===== config.mk =====
export PLATFORM = sky130hd
export DESIGN_NAME = mmio_uart_ctrl
export DESIGN_NICKNAME = d
export VERILOG_FILES = /design/src/rtl/mmio_pkg.sv /design/src/rtl/sync_fifo.sv /design/src/rtl/mmio_uart_ctrl.sv
export SDC_FILE = /design/constraint.sdc
export NUM_CORES = 1
export LEC_CHECK = 0
export CORE_ASPECT_RATIO = 0.6
export CORE_UTILIZATION = 58
export CTS_BUF_LIST = sky130_fd_sc_hd__clkbuf_2 sky130_fd_sc_hd__clkbuf_4 sky130_fd_sc_hd__clkbuf_8
export DETAILED_ROUTE_END_ITERATION = 7
export PLACE_DENSITY = 0.83
export SYNTH_ARGS = -nofsm -noshare
export SYNTH_HDL_FRONTEND = slang
export SYNTH_SLANG_ARGS = --single-unit

===== constraint.sdc =====
create_clock -name clk -period 6.7 [get_ports clk]
set_input_delay 1.34 -clock clk [delete_from_list [all_inputs] [get_ports clk]]
set_output_delay 1.34 -clock clk [all_outputs]
set_load 0.05 [all_outputs]

===== src/rtl/mmio_pkg.sv =====
// Shared constants for the UART MMIO responder: register map, STATUS bit
// positions and the TX sequencer state encoding.
package mmio_pkg;

    localparam logic [15:0] MMIO_REGION = 16'h0003;

    localparam logic [7:0] REG_TXDATA = 8'h00;
    localparam logic [7:0] REG_RXDATA = 8'h04;
    localparam logic [7:0] REG_STATUS = 8'h08;
    localparam logic [7:0] REG_CTRL   = 8'h0C;
    localparam logic [7:0] REG_BAUD   = 8'h10;

    localparam int ST_TX_FULL   = 0;
    localparam int ST_TX_EMPTY  = 1;
    localparam int ST_RX_EMPTY  = 2;
    localparam int ST_RX_FULL   = 3;
    localparam int ST_TX_OVF    = 4;
    localparam int ST_RX_OVF    = 5;
    localparam int ST_RX_UNF    = 6;
    localparam int ST_TX_ACTIVE = 7;

    typedef enum logic [1:0] {
        IDLE      = 2'd0,
        START     = 2'd1,
        WAIT_BUSY = 2'd2,
        WAIT_DONE = 2'd3
    } tx_state_e;

endpackage


===== src/rtl/sync_fifo.sv =====
// Single-clock FIFO. Pointers carry an extra wrap bit so full and empty are
// distinguishable without a separate counter. A push while full succeeds only
// when a pop happens in the same cycle.
module sync_fifo #(
    parameter int WIDTH = 8,
    parameter int DEPTH = 8
) (
    input  logic                     clk,
    input  logic                     n_reset,
    input  logic                     push,
    input  logic                     pop,
    input  logic [WIDTH-1:0]         din,
    output logic [WIDTH-1:0]         dout,
    output logic                     full,
    output logic                     empty,
    output logic [$clog2(DEPTH):0]   count
);
    localparam int AW = $clog2(DEPTH);

    logic [WIDTH-1:0] mem [DEPTH];
    logic [AW:0]      wr_ptr;
    logic [AW:0]      rd_ptr;
    logic             do_pop;
    logic             do_push;

    assign empty   = (wr_ptr == rd_ptr);
    assign full    = (wr_ptr[AW] != rd_ptr[AW]) && (wr_ptr[AW-1:0] == rd_ptr[AW-1:0]);
    assign count   = wr_ptr - rd_ptr;
    assign dout    = mem[rd_ptr[AW-1:0]];
    assign do_pop  = pop & ~empty;
    assign do_push = push & (~full | do_pop);

    // Storage needs no reset: contents are invalidated by the pointer reset.
    always_ff @(posedge clk) begin
        if (do_push) mem[wr_ptr[AW-1:0]] <= din;
    end

    // Pointer advance.
    always_ff @(posedge clk or negedge n_reset) begin
        if (!n_reset) begin
            wr_ptr <= '0;
            rd_ptr <= '0;
        end else begin
            if (do_push) wr_ptr <= wr_ptr + 1'b1;
            if (do_pop)  rd_ptr <= rd_ptr + 1'b1;
        end
    end

endmodule


===== src/rtl/mmio_uart_ctrl.sv =====
// CPU-facing UART register block: TX/RX FIFOs, status/control/baud registers,
// a TX sequencer that hands bytes to the UART core, and a level interrupt.
module mmio_uart_ctrl
    import mmio_pkg::*;
#(
    parameter int          FIFO_DEPTH   = 8,
    parameter logic [15:0] BAUD_DEFAULT = 16'd434
) (
    input  logic        clk,
    input  logic        n_reset,
    input  logic        sel,
    input  logic        rd_en,
    input  logic        wr_en,
    input  logic [7:0]  addr,
    input  logic [31:0] data_in,
    output logic [31:0] data_out,
    output logic        tx_start,
    output logic [7:0]  tx_data,
    input  logic        tx_busy,
    input  logic        rx_valid,
    input  logic [7:0]  rx_data,
    output logic [15:0] baud_tick_max,
    output logic        irq
);
    localparam int CW = $clog2(FIFO_DEPTH) + 1;

    logic [1:0]    rst_pipe;
    logic          rst_n;
    logic [7:0]    off;
    logic          wr_acc, rd_acc;
    logic          tx_push, tx_pop, tx_full, tx_empty;
    logic          rx_pop, rx_full, rx_empty, rx_rd;
    logic [7:0]    tx_dout, rx_dout;
    logic [CW-1:0] tx_cnt, rx_cnt;
    logic          tx_ovf, rx_ovf, rx_unf;
    logic [2:0]    flag_clr;
    logic [1:0]    ctrl;
    logic [31:0]   status, rdata;
    tx_state_e     state;
    logic [1:0]    idle_cnt;
    logic          unused_bits;

    // Reset asserts immediately, releases two clocks after n_reset rises.
    always_ff @(posedge clk or negedge n_reset) begin
        if (!n_reset) rst_pipe <= 2'b00;
        else          rst_pipe <= {rst_pipe[0], 1'b1};
    end
    assign rst_n = rst_pipe[1];

    assign off         = {addr[7:2], 2'b00};
    assign unused_bits = ^{addr[1:0], data_in[31:16]};
    // A simultaneous read and write is treated as a write only.
    assign wr_acc      = sel & wr_en;
    assign rd_acc      = sel & rd_en & ~wr_en;

    assign tx_push  = wr_acc & (off == REG_TXDATA);
    assign tx_pop   = (state == IDLE) & ~tx_empty & ~tx_busy;
    assign rx_rd    = rd_acc & (off == REG_RXDATA);
    assign rx_pop   = rx_rd & ~rx_empty;
    assign flag_clr = (wr_acc && off == REG_STATUS) ? data_in[6:4] : 3'b000;
    assign tx_start = (state == START);

    sync_fifo #(.WIDTH(8), .DEPTH(FIFO_DEPTH)) u_tx_fifo (
        .clk(clk), .n_reset(rst_n), .push(tx_push), .pop(tx_pop), .din(data_in[7:0]),
        .dout(tx_dout), .full(tx_full), .empty(tx_empty), .count(tx_cnt)
    );

    sync_fifo #(.WIDTH(8), .DEPTH(FIFO_DEPTH)) u_rx_fifo (
        .clk(clk), .n_reset(rst_n), .push(rx_valid), .pop(rx_pop), .din(rx_data),
        .dout(rx_dout), .full(rx_full), .empty(rx_empty), .count(rx_cnt)
    );

    // STATUS word assembly.
    always_comb begin
        status                = '0;
        status[ST_TX_FULL]    = tx_full;
        status[ST_TX_EMPTY]   = tx_empty;
        status[ST_RX_EMPTY]   = rx_empty;
        status[ST_RX_FULL]    = rx_full;
        status[ST_TX_OVF]     = tx_ovf;
        status[ST_RX_OVF]     = rx_ovf;
        status[ST_RX_UNF]     = rx_unf;
        status[ST_TX_ACTIVE]  = (state != IDLE);
        status[15:8]          = 8'(rx_cnt);
        status[23:16]         = 8'(tx_cnt);
    end

    // Read mux; unmapped and write-only offsets return zero.
    always_comb begin
        rdata = '0;
        case (off)
            REG_RXDATA: rdata = {24'h0, rx_empty ? 8'h00 : rx_dout};
            REG_STATUS: rdata = status;
            REG_CTRL:   rdata = {30'h0, ctrl};
            REG_BAUD:   rdata = {16'h0, baud_tick_max};
            default:    rdata = '0;
        endcase
    end

    // Registered read data, held between reads.
    always_ff @(posedge clk or negedge rst_n) begin
        if (!rst_n)      data_out <= '0;
        else if (rd_acc) data_out <= rdata;
    end

    // CTRL and BAUD registers.
    always_ff @(posedge clk or negedge rst_n) begin
        if (!rst_n) begin
            ctrl          <= '0;
            baud_tick_max <= BAUD_DEFAULT;
        end else if (wr_acc) begin
            if (off == REG_CTRL) ctrl          <= data_in[1:0];
            if (off == REG_BAUD) baud_tick_max <= data_in[15:0];
        end
    end

    // Sticky error flags; a set in the same cycle as a clear wins.
    always_ff @(posedge clk or negedge rst_n) begin
        if (!rst_n) begin
            tx_ovf <= 1'b0;
            rx_ovf <= 1'b0;
            rx_unf <= 1'b0;
        end else begin
            tx_ovf <= (tx_push & tx_full & ~tx_pop)   | (tx_ovf & ~flag_clr[0]);
            rx_ovf <= (rx_valid & rx_full & ~rx_pop)  | (rx_ovf & ~flag_clr[1]);
            rx_unf <= (rx_rd & rx_empty)              | (rx_unf & ~flag_clr[2]);
        end
    end

    // TX sequencer: pop a byte, pulse tx_start, then track the UART busy flag.
    always_ff @(posedge clk or negedge rst_n) begin
        if (!rst_n) begin
            state    <= IDLE;
            tx_data  <= '0;
            idle_cnt <= '0;
        end else begin
            case (state)
                IDLE: if (tx_pop) begin
                    tx_data <= tx_dout;
                    state   <= START;
                end
                START: begin
                    idle_cnt <= '0;
                    state    <= WAIT_BUSY;
                end
                // Give up after four quiet cycles: the UART either finished
                // instantly or is not there.
                WAIT_BUSY: begin
                    if (tx_busy)              state    <= WAIT_DONE;
                    else if (idle_cnt == 2'd3) state    <= IDLE;
                    else                      idle_cnt <= idle_cnt + 2'd1;
                end
                WAIT_DONE: if (!tx_busy) state <= IDLE;
                default: state <= IDLE;
            endcase
        end
    end

    // Level interrupt, one cycle behind the conditions.
    always_ff @(posedge clk or negedge rst_n) begin
        if (!rst_n) irq <= 1'b0;
        else        irq <= (ctrl[0] & ~rx_empty) | (ctrl[1] & tx_empty & (state == IDLE));
    end

endmodule


==> results of run 1 <==
-- Yosys cell counts, types with 8 or more instances --
| library cell | count | area, sq um |
|---|---|---|
| dfrtp_1 | 67 | 1677 |
| nand4_1 | 11 | 68.82 |
| buf_2 | 8 | 40.04 |
| buf_4 | 12 | 90.09 |
| mux2_2 | 20 | 225.2 |
| xnor2_1 | 15 | 131.4 |
| nor2_1 | 23 | 86.33 |
| o21ai_0 | 15 | 75.07 |
| a21oi_1 | 8 | 40.04 |
| nand3_1 | 13 | 65.06 |
| a22oi_1 | 12 | 90.09 |
| nor3_1 | 10 | 50.05 |
| mux4_2 | 20 | 450.4 |
| edfxtp_1 | 128 | 3844 |
| ha_1 | 15 | 187.7 |
| mux2i_1 | 32 | 320.3 |
| inv_1 | 16 | 60.06 |
| clkbuf_1 | 18 | 67.56 |
| nand2_1 | 30 | 112.6 |
-- report_power, final --
group / switching, mW / leakage, nW / internal (mW)
registers: 0.114 / 2.08 / 1.46
clock network: 0.433 / 0.197 / 0.313
logic: 0.547 / 1.34 / 0.368
-- worst paths after layout --
kind	to	slack, ns	from	cells past startpoint
max reg2reg	u_tx_fifo.mem[7][5]$_DFFE_PP_	3.44	u_tx_fifo.rd_ptr[1]$_DFFE_PN0P_	6
min	rst_pipe[1]$_DFF_PN0_	0.36	rst_pipe[0]$_DFF_PN0_	0
max in group asynchronous	rst_pipe[1]$_DFF_PN0_	5.54	n_reset	1
min in group asynchronous	baud_tick_max[10]$_DFFE_PN0P_	0.45	rst_pipe[1]$_DFF_PN0_	1
max	u_rx_fifo.mem[3][2]$_DFFE_PP_	2.35	sel	5
min reg2reg	rst_pipe[1]$_DFF_PN0_	0.36	rst_pipe[0]$_DFF_PN0_	0
-- state kept, by name, indices dropped and copies added, names as in the netlist --
name,cells
tx_ovf,1
u_rx_fifo.rd_ptr,4
ctrl,2
u_tx_fifo.rd_ptr,4
tx_data,8
u_rx_fifo.mem,64
idle_cnt,2
u_tx_fifo.mem,64
state,2
data_out,20
rst_pipe,2
baud_tick_max,16
rx_unf,1
rx_ovf,1
u_tx_fifo.wr_ptr,4
irq,1
u_rx_fifo.wr_ptr,4
-- final cells by class --
type                    instances  area share [%]
inverters                      17          0.6438
clock inverters                14           1.351
clock buffers                  18           2.499
flip-flops and latches        200           57.03
multi-input cells             322           26.79
repair buffers                 95           9.265
well taps                     192           2.424
-- cell families (layout without fill, tap and decap cells) --
group / after synthesis / count (layout) / synth area share (%)
flip-flops: 200 / 200 / 66.25
AND/OR/NAND/NOR: 117 / 117 / 7.055
AO/OA/AOI/OAI: 82 / 82 / 6.850
multiplexers: 74 / 74 / 12.03
buffers and inverters: 56 / 144 / 3.109
XOR/XNOR: 19 / 19 / 1.951
adder cells (fa/ha/maj): 17 / 17 / 2.669
other: 2 / 13 / 0.08804
-- worst reg2reg max path, cell delays in order (launching register included) --
cell and delay [ns]:
dfrtp_1 0.96, inv_1 0.13, ha_1 0.36, and3_1 0.20
nand3_1 0.20, nand3_1 0.18, nor2_1 0.86
-- metal layers --
metal / vias up / routed length (um) / GRT usage (%)
li1: 2302 / - / -
met1: 2646 / 8355 / 39.68
met2: 278 / 8094 / 37.06
met3: 27 / 1604 / 5.268
met4: 0 / 298 / 8.093
met5: - / 0 / 0
==> summary.txt, run 1 <==
Run status
  • Status: finished, final reports clean

Die
  • Boundary Pins: 113
  • Core Area: 14000 sq um
  • Die Ht: 95.94 um
  • Die area: 15210 sq um
  • # rows: 33
  • Starting Density: 60.95%
  • Die width: 158.6 um

Worst setup path
  • Critical-path cell list: clkdlybuf4s50_1, nand3b_1, nor3_4, o211ai_1, nor2_1
  • Worst path bufs/invs: 1
  • Setup crit end kind: flop
  • CP Launch Type: input pin
  • Slowest stage delay, CP: 0.77 ns
  • Kind of cell adding the most delay to the critical path: simple AND/OR/NAND/NOR gates
  • Arrival time of the worst setup path: 4.44 ns
  • Max stage delay cell, worst path: nand3b_1
  • Max FO, Critical Path: 23
  • Crit Path Class: in2reg
  • CP required: 6.79 ns

Job
  • Maxcap violations: 0

Clock tree
  • # hold bufs at CTS: 0
  • CTS tree: yes
  • H-Tree Depth: 4
  • CTS Buf Count: 17
  • Root buf cell: clkbuf_8
  • CTS resizes: 0
  • Clock Sinks: 200
  • Clock slew at reported path FFs: 0.10 ns
  • Setup bufs post-CTS: 0
  • CTS max path bufs: 2
  • Worst-Skew Late Latency: 0.46 ns

Min path
  • Worst Hold Class: reg2reg

Power and ir drop
  • Final Power: 3.230 mW
  • Maximum vdd drop: 0.0002220 V
  • P per Cell Area: 325.8 nW/um^2
  • Static Leakage: 3.623 nW

STA
  • Worst-margin pin slew: 1.094 ns
  • Slew Limit Fails: 0
  • Clock skew: 0.01145 ns
  • Fin crit share: 64.92%
  • Max frequency: 229.9 MHz
  • Crit path setup slack, layout: 2.351 ns
  • Post-route setup TNS: 0 ns
  • Final Hold Fails: 0
  • RSZ-0062 raised after global routing: false
  • Setup-failing EPs final: 0
  • Worst hold margin: 0.3602 ns
  • Min cycle time layout: 4.349 ns
  • Slew headroom: 26.81%

Yosys
  • Post-Syn Area: 8531 sq um
  • Syn_area_per_cell: 15.05 sq um
  • Register area share after synthesis: 66.25%
  • Yosys reg bits: 200
  • Ys async rst share: 36.00%
  • Library cells used by synthesis: 57
  • Yosys warnings: 0
  • Gate Count Post-Synth: 567
  • Number of enable flip-flop cells after synthesis: 128
  • Top_reg_cell synth: edfxtp_1

Detailed routing
  • Avg WL per Cell: 21.39 um
  • Pre-Repair DR Iteration Count: 5
  • Total Wirelength: 18350 um
  • Routed vias: 5253
  • ANT nets after route: 0
  • Vias/cell: 6.122
  • Drt drc: 0
  • Initial DRC count: 532

Cells and area
  • Diodes inserted: 0
  • Finished Cell Area: 9912 sq um
  • Total area of sequential cells: 5653 sq um
  • Area grow syn2layout: 16.19%
  • Core Util, Final: 70.81%
  • Multi-input logic area: 2655 sq um
  • Non-filler cells, final: 858
  • Most frequent cells in the layout: 128 x edfxtp_1, 82 x clkdlybuf4s50_1, 66 x dfrtp_1
  • Fill count: 904
  • Share of cells above drive strength 1: 15.17%
  • Most common cell after layout, fill and taps aside: edfxtp_1
  • Layout net count: 725

Global routing
  • Vias in the first global route: 5091
  • Initial antenna violation count: 0
  • Largest net degree at the start of global routing: 71
  • GRT Residual Overflow: 0
  • GRT Util Overall: 25.78%
  • First-pass GRT wire length: 27910 um

Place
  • DP Worst Slack: 1.991 ns
  • Post-Place Cell Area: 9530 sq um
  • Cells after DPL: 826
  • Dpl hpwl: 12850 um
  • Final GP Congestion: 0.8540
  • PortBufs: 82
Power figures use the tool's default switching activity.
==> inputs of run 2 (changes only) <==
Settings changed: CORE_UTILIZATION 58 to 52, PLACE_DENSITY 0.83 to 0.79.
Clock period 6.7 ns to 4 ns, I/O delays scaled along.
==> run 2 against run 1 <==
Worst setup slack got worse by 1.2 ns. Die area increased by 11%. Critical path depth unchanged. Sequential power increased by 65%. Via count decreased by 0.86%. Sequential share of layout area decreased by 0.60 points. First-iteration DRC count decreased by 3.2%. Final cell count increased by 2.4%.
==> summary.txt, run 2 (synthesized netlist as in run 1, its figures left out) <==
Detailed routing
  • Routed vias: 5208
  • Total Wirelength: 18230 um
  • Avg WL per Cell: 20.74 um
  • ANT nets after route: 0
  • Pre-Repair DR Iteration Count: 5
  • Initial DRC count: 515
  • Drt drc: 0
  • Vias/cell: 5.925

Cells and area
  • Most frequent cells in the layout: 128 x edfxtp_1, 82 x clkdlybuf4s50_1, 66 x dfrtp_1
  • Share of cells above drive strength 1: 15.98%
  • Total area of sequential cells: 5653 sq um
  • Most common cell after layout, fill and taps aside: edfxtp_1
  • Multi-input logic area: 2655 sq um
  • Fill count: 1066
  • Layout net count: 735
  • Finished Cell Area: 10020 sq um
  • Diodes inserted: 0
  • Area grow syn2layout: 17.42%

Die
  • Starting Density: 54.41%
  • Core Area: 15680 sq um
  • Die Ht: 101.2 um
  • Die area: 16940 sq um
  • # rows: 35
  • Boundary Pins: 113
  • Die width: 167.4 um

Clock tree
  • Clock Sinks: 200
  • CTS resizes: 0
  • H-Tree Depth: 4
  • CTS tree: yes
  • # hold bufs at CTS: 0
  • Root buf cell: clkbuf_8
  • Worst-Skew Late Latency: 0.47 ns
  • Setup bufs post-CTS: 0
  • Clock slew at reported path FFs: 0.10 ns
  • CTS Buf Count: 17
  • CTS max path bufs: 2

Place
  • Final GP Congestion: 0.8210
  • PortBufs: 82
  • Post-Place Cell Area: 9619 sq um
  • Dpl hpwl: 13090 um

STA
  • Clock skew: 0.01851 ns
  • Worst-margin pin slew: 0.8997 ns
  • Post-route setup TNS: 0 ns
  • Setup-failing EPs final: 0
  • Max frequency: 351.2 MHz
  • Fin crit share: 71.19%
  • Slew Limit Fails: 0
  • RSZ-0062 raised after global routing: false
  • Min cycle time layout: 2.847 ns
  • Slew headroom: 40.02%
  • Final Hold Fails: 0

Power and ir drop
  • Static Leakage: 3.681 nW
  • Maximum vdd drop: 0.0002824 V
  • P per Cell Area: 545.1 nW/um^2

Worst setup path
  • CP Launch Type: input pin
  • Setup crit end kind: flop
  • Max FO, Critical Path: 8
  • Arrival time of the worst setup path: 2.97 ns
  • Length in cells of the worst reg-to-reg path: 7
  • Worst flop-to-flop path endpoint: u_tx_fifo.mem[3][6]$_DFFE_PP_
  • CP required: 4.13 ns
  • R2R Setup Slk: 1.45 ns
  • Crit Path Class: in2reg
  • Worst reg2reg startpoint: u_tx_fifo.rd_ptr[2]$_DFFE_PN0P_

Run status
  • Status: finished, final reports clean

Min path
  • HP Start: rst_pipe[0]$_DFF_PN0_
  • Hold Crit Depth: 0
  • Worst hold endpoint: rst_pipe[1]$_DFF_PN0_
  • Worst Hold Class: reg2reg

Global routing
  • Initial antenna violation count: 1
  • Largest net degree at the start of global routing: 71
  • First-pass GRT wire length: 28830 um
  • Vias in the first global route: 5099
  • GRT Residual Overflow: 0
  • GRT Util Overall: 23.24%

Job
  • Maxcap violations: 0
[run 2: changes by cell type in the layout (fill, tap and decap cells not counted)]
cell        previous run  this run
buf_4                 13        23
bufinv_16              1         2
clkbuf_8              18        17
clkinv_1               0         3
clkinv_2               3         0
clkinv_4               2         3
clkinvlp_4             1         0
inv_6                  6         5
inv_8                  1         2
[run 2: layout make-up]
cell class	count	area share [%]
flip-flops and latches	200	56.43
well taps	203	2.536
clock buffers	17	2.336
multi-input cells	322	26.51
clock inverters	15	1.636
repair buffers	105	9.918
inverters	17	0.6370
[run 2: how the worst max path moves through the flow]
stage	from	end	slack, ns	cells after the start
2_1_floorplan	addr[5]	u_rx_fifo.mem[0][0]$_DFFE_PP_	0.85	5
6_report	addr[5]	u_rx_fifo.mem[7][7]$_DFFE_PP_	1.15	5
3_5_place_dp	addr[5]	u_rx_fifo.mem[7][2]$_DFFE_PP_	0.67	5
4_1_cts	addr[5]	u_rx_fifo.mem[7][7]$_DFFE_PP_	1.18	5
5_1_grt	addr[5]	u_rx_fifo.mem[0][7]$_DFFE_PP_	1.06	6
3_3_place_gp	addr[5]	u_rx_fifo.mem[7][2]$_DFFE_PP_	0.69	5
[run 2: where the power goes]
group / total (mW) / internal (mW) / switching [mW]
logic: 1.57 / 0.625 / 0.948
registers: 2.59 / 2.44 / 0.151
clock network: 1.30 / 0.571 / 0.728
total: 5.46 / 3.63 / 1.83
[run 2: through the flow]
step	setup slack, ns	utilization [%]	std cells	power [mW]	hold slack (ns)
floorplan	0.8500	-	578	3.708	0.3312
global placement	0.6872	61.36	847	4.143	0.3390
detailed placement	0.6669	61.36	847	4.210	0.3550
CTS	1.177	63.89	879	5.489	0.3759
global route	1.065	63.89	879	5.724	0.3847
finish	1.153	63.89	879	5.460	0.3827
[run 2: routing by layer]
layer / vias up / share of wire (%) / track usage [%]
met3: 19 / 8.1 / 6.018
met5: - / 0 / 0
li1: 2320 / - / -
met2: 231 / 45 / 33.46
met1: 2638 / 46 / 34.80
met4: 0 / 1.3 / 7.481
[run 2: worst max-delay path: stages]
cell,delay [ns]
clkdlybuf4s50_1,0.43
or4_1,0.69
nor3_4,0.49
o211ai_1,0.18
inv_1,0.37
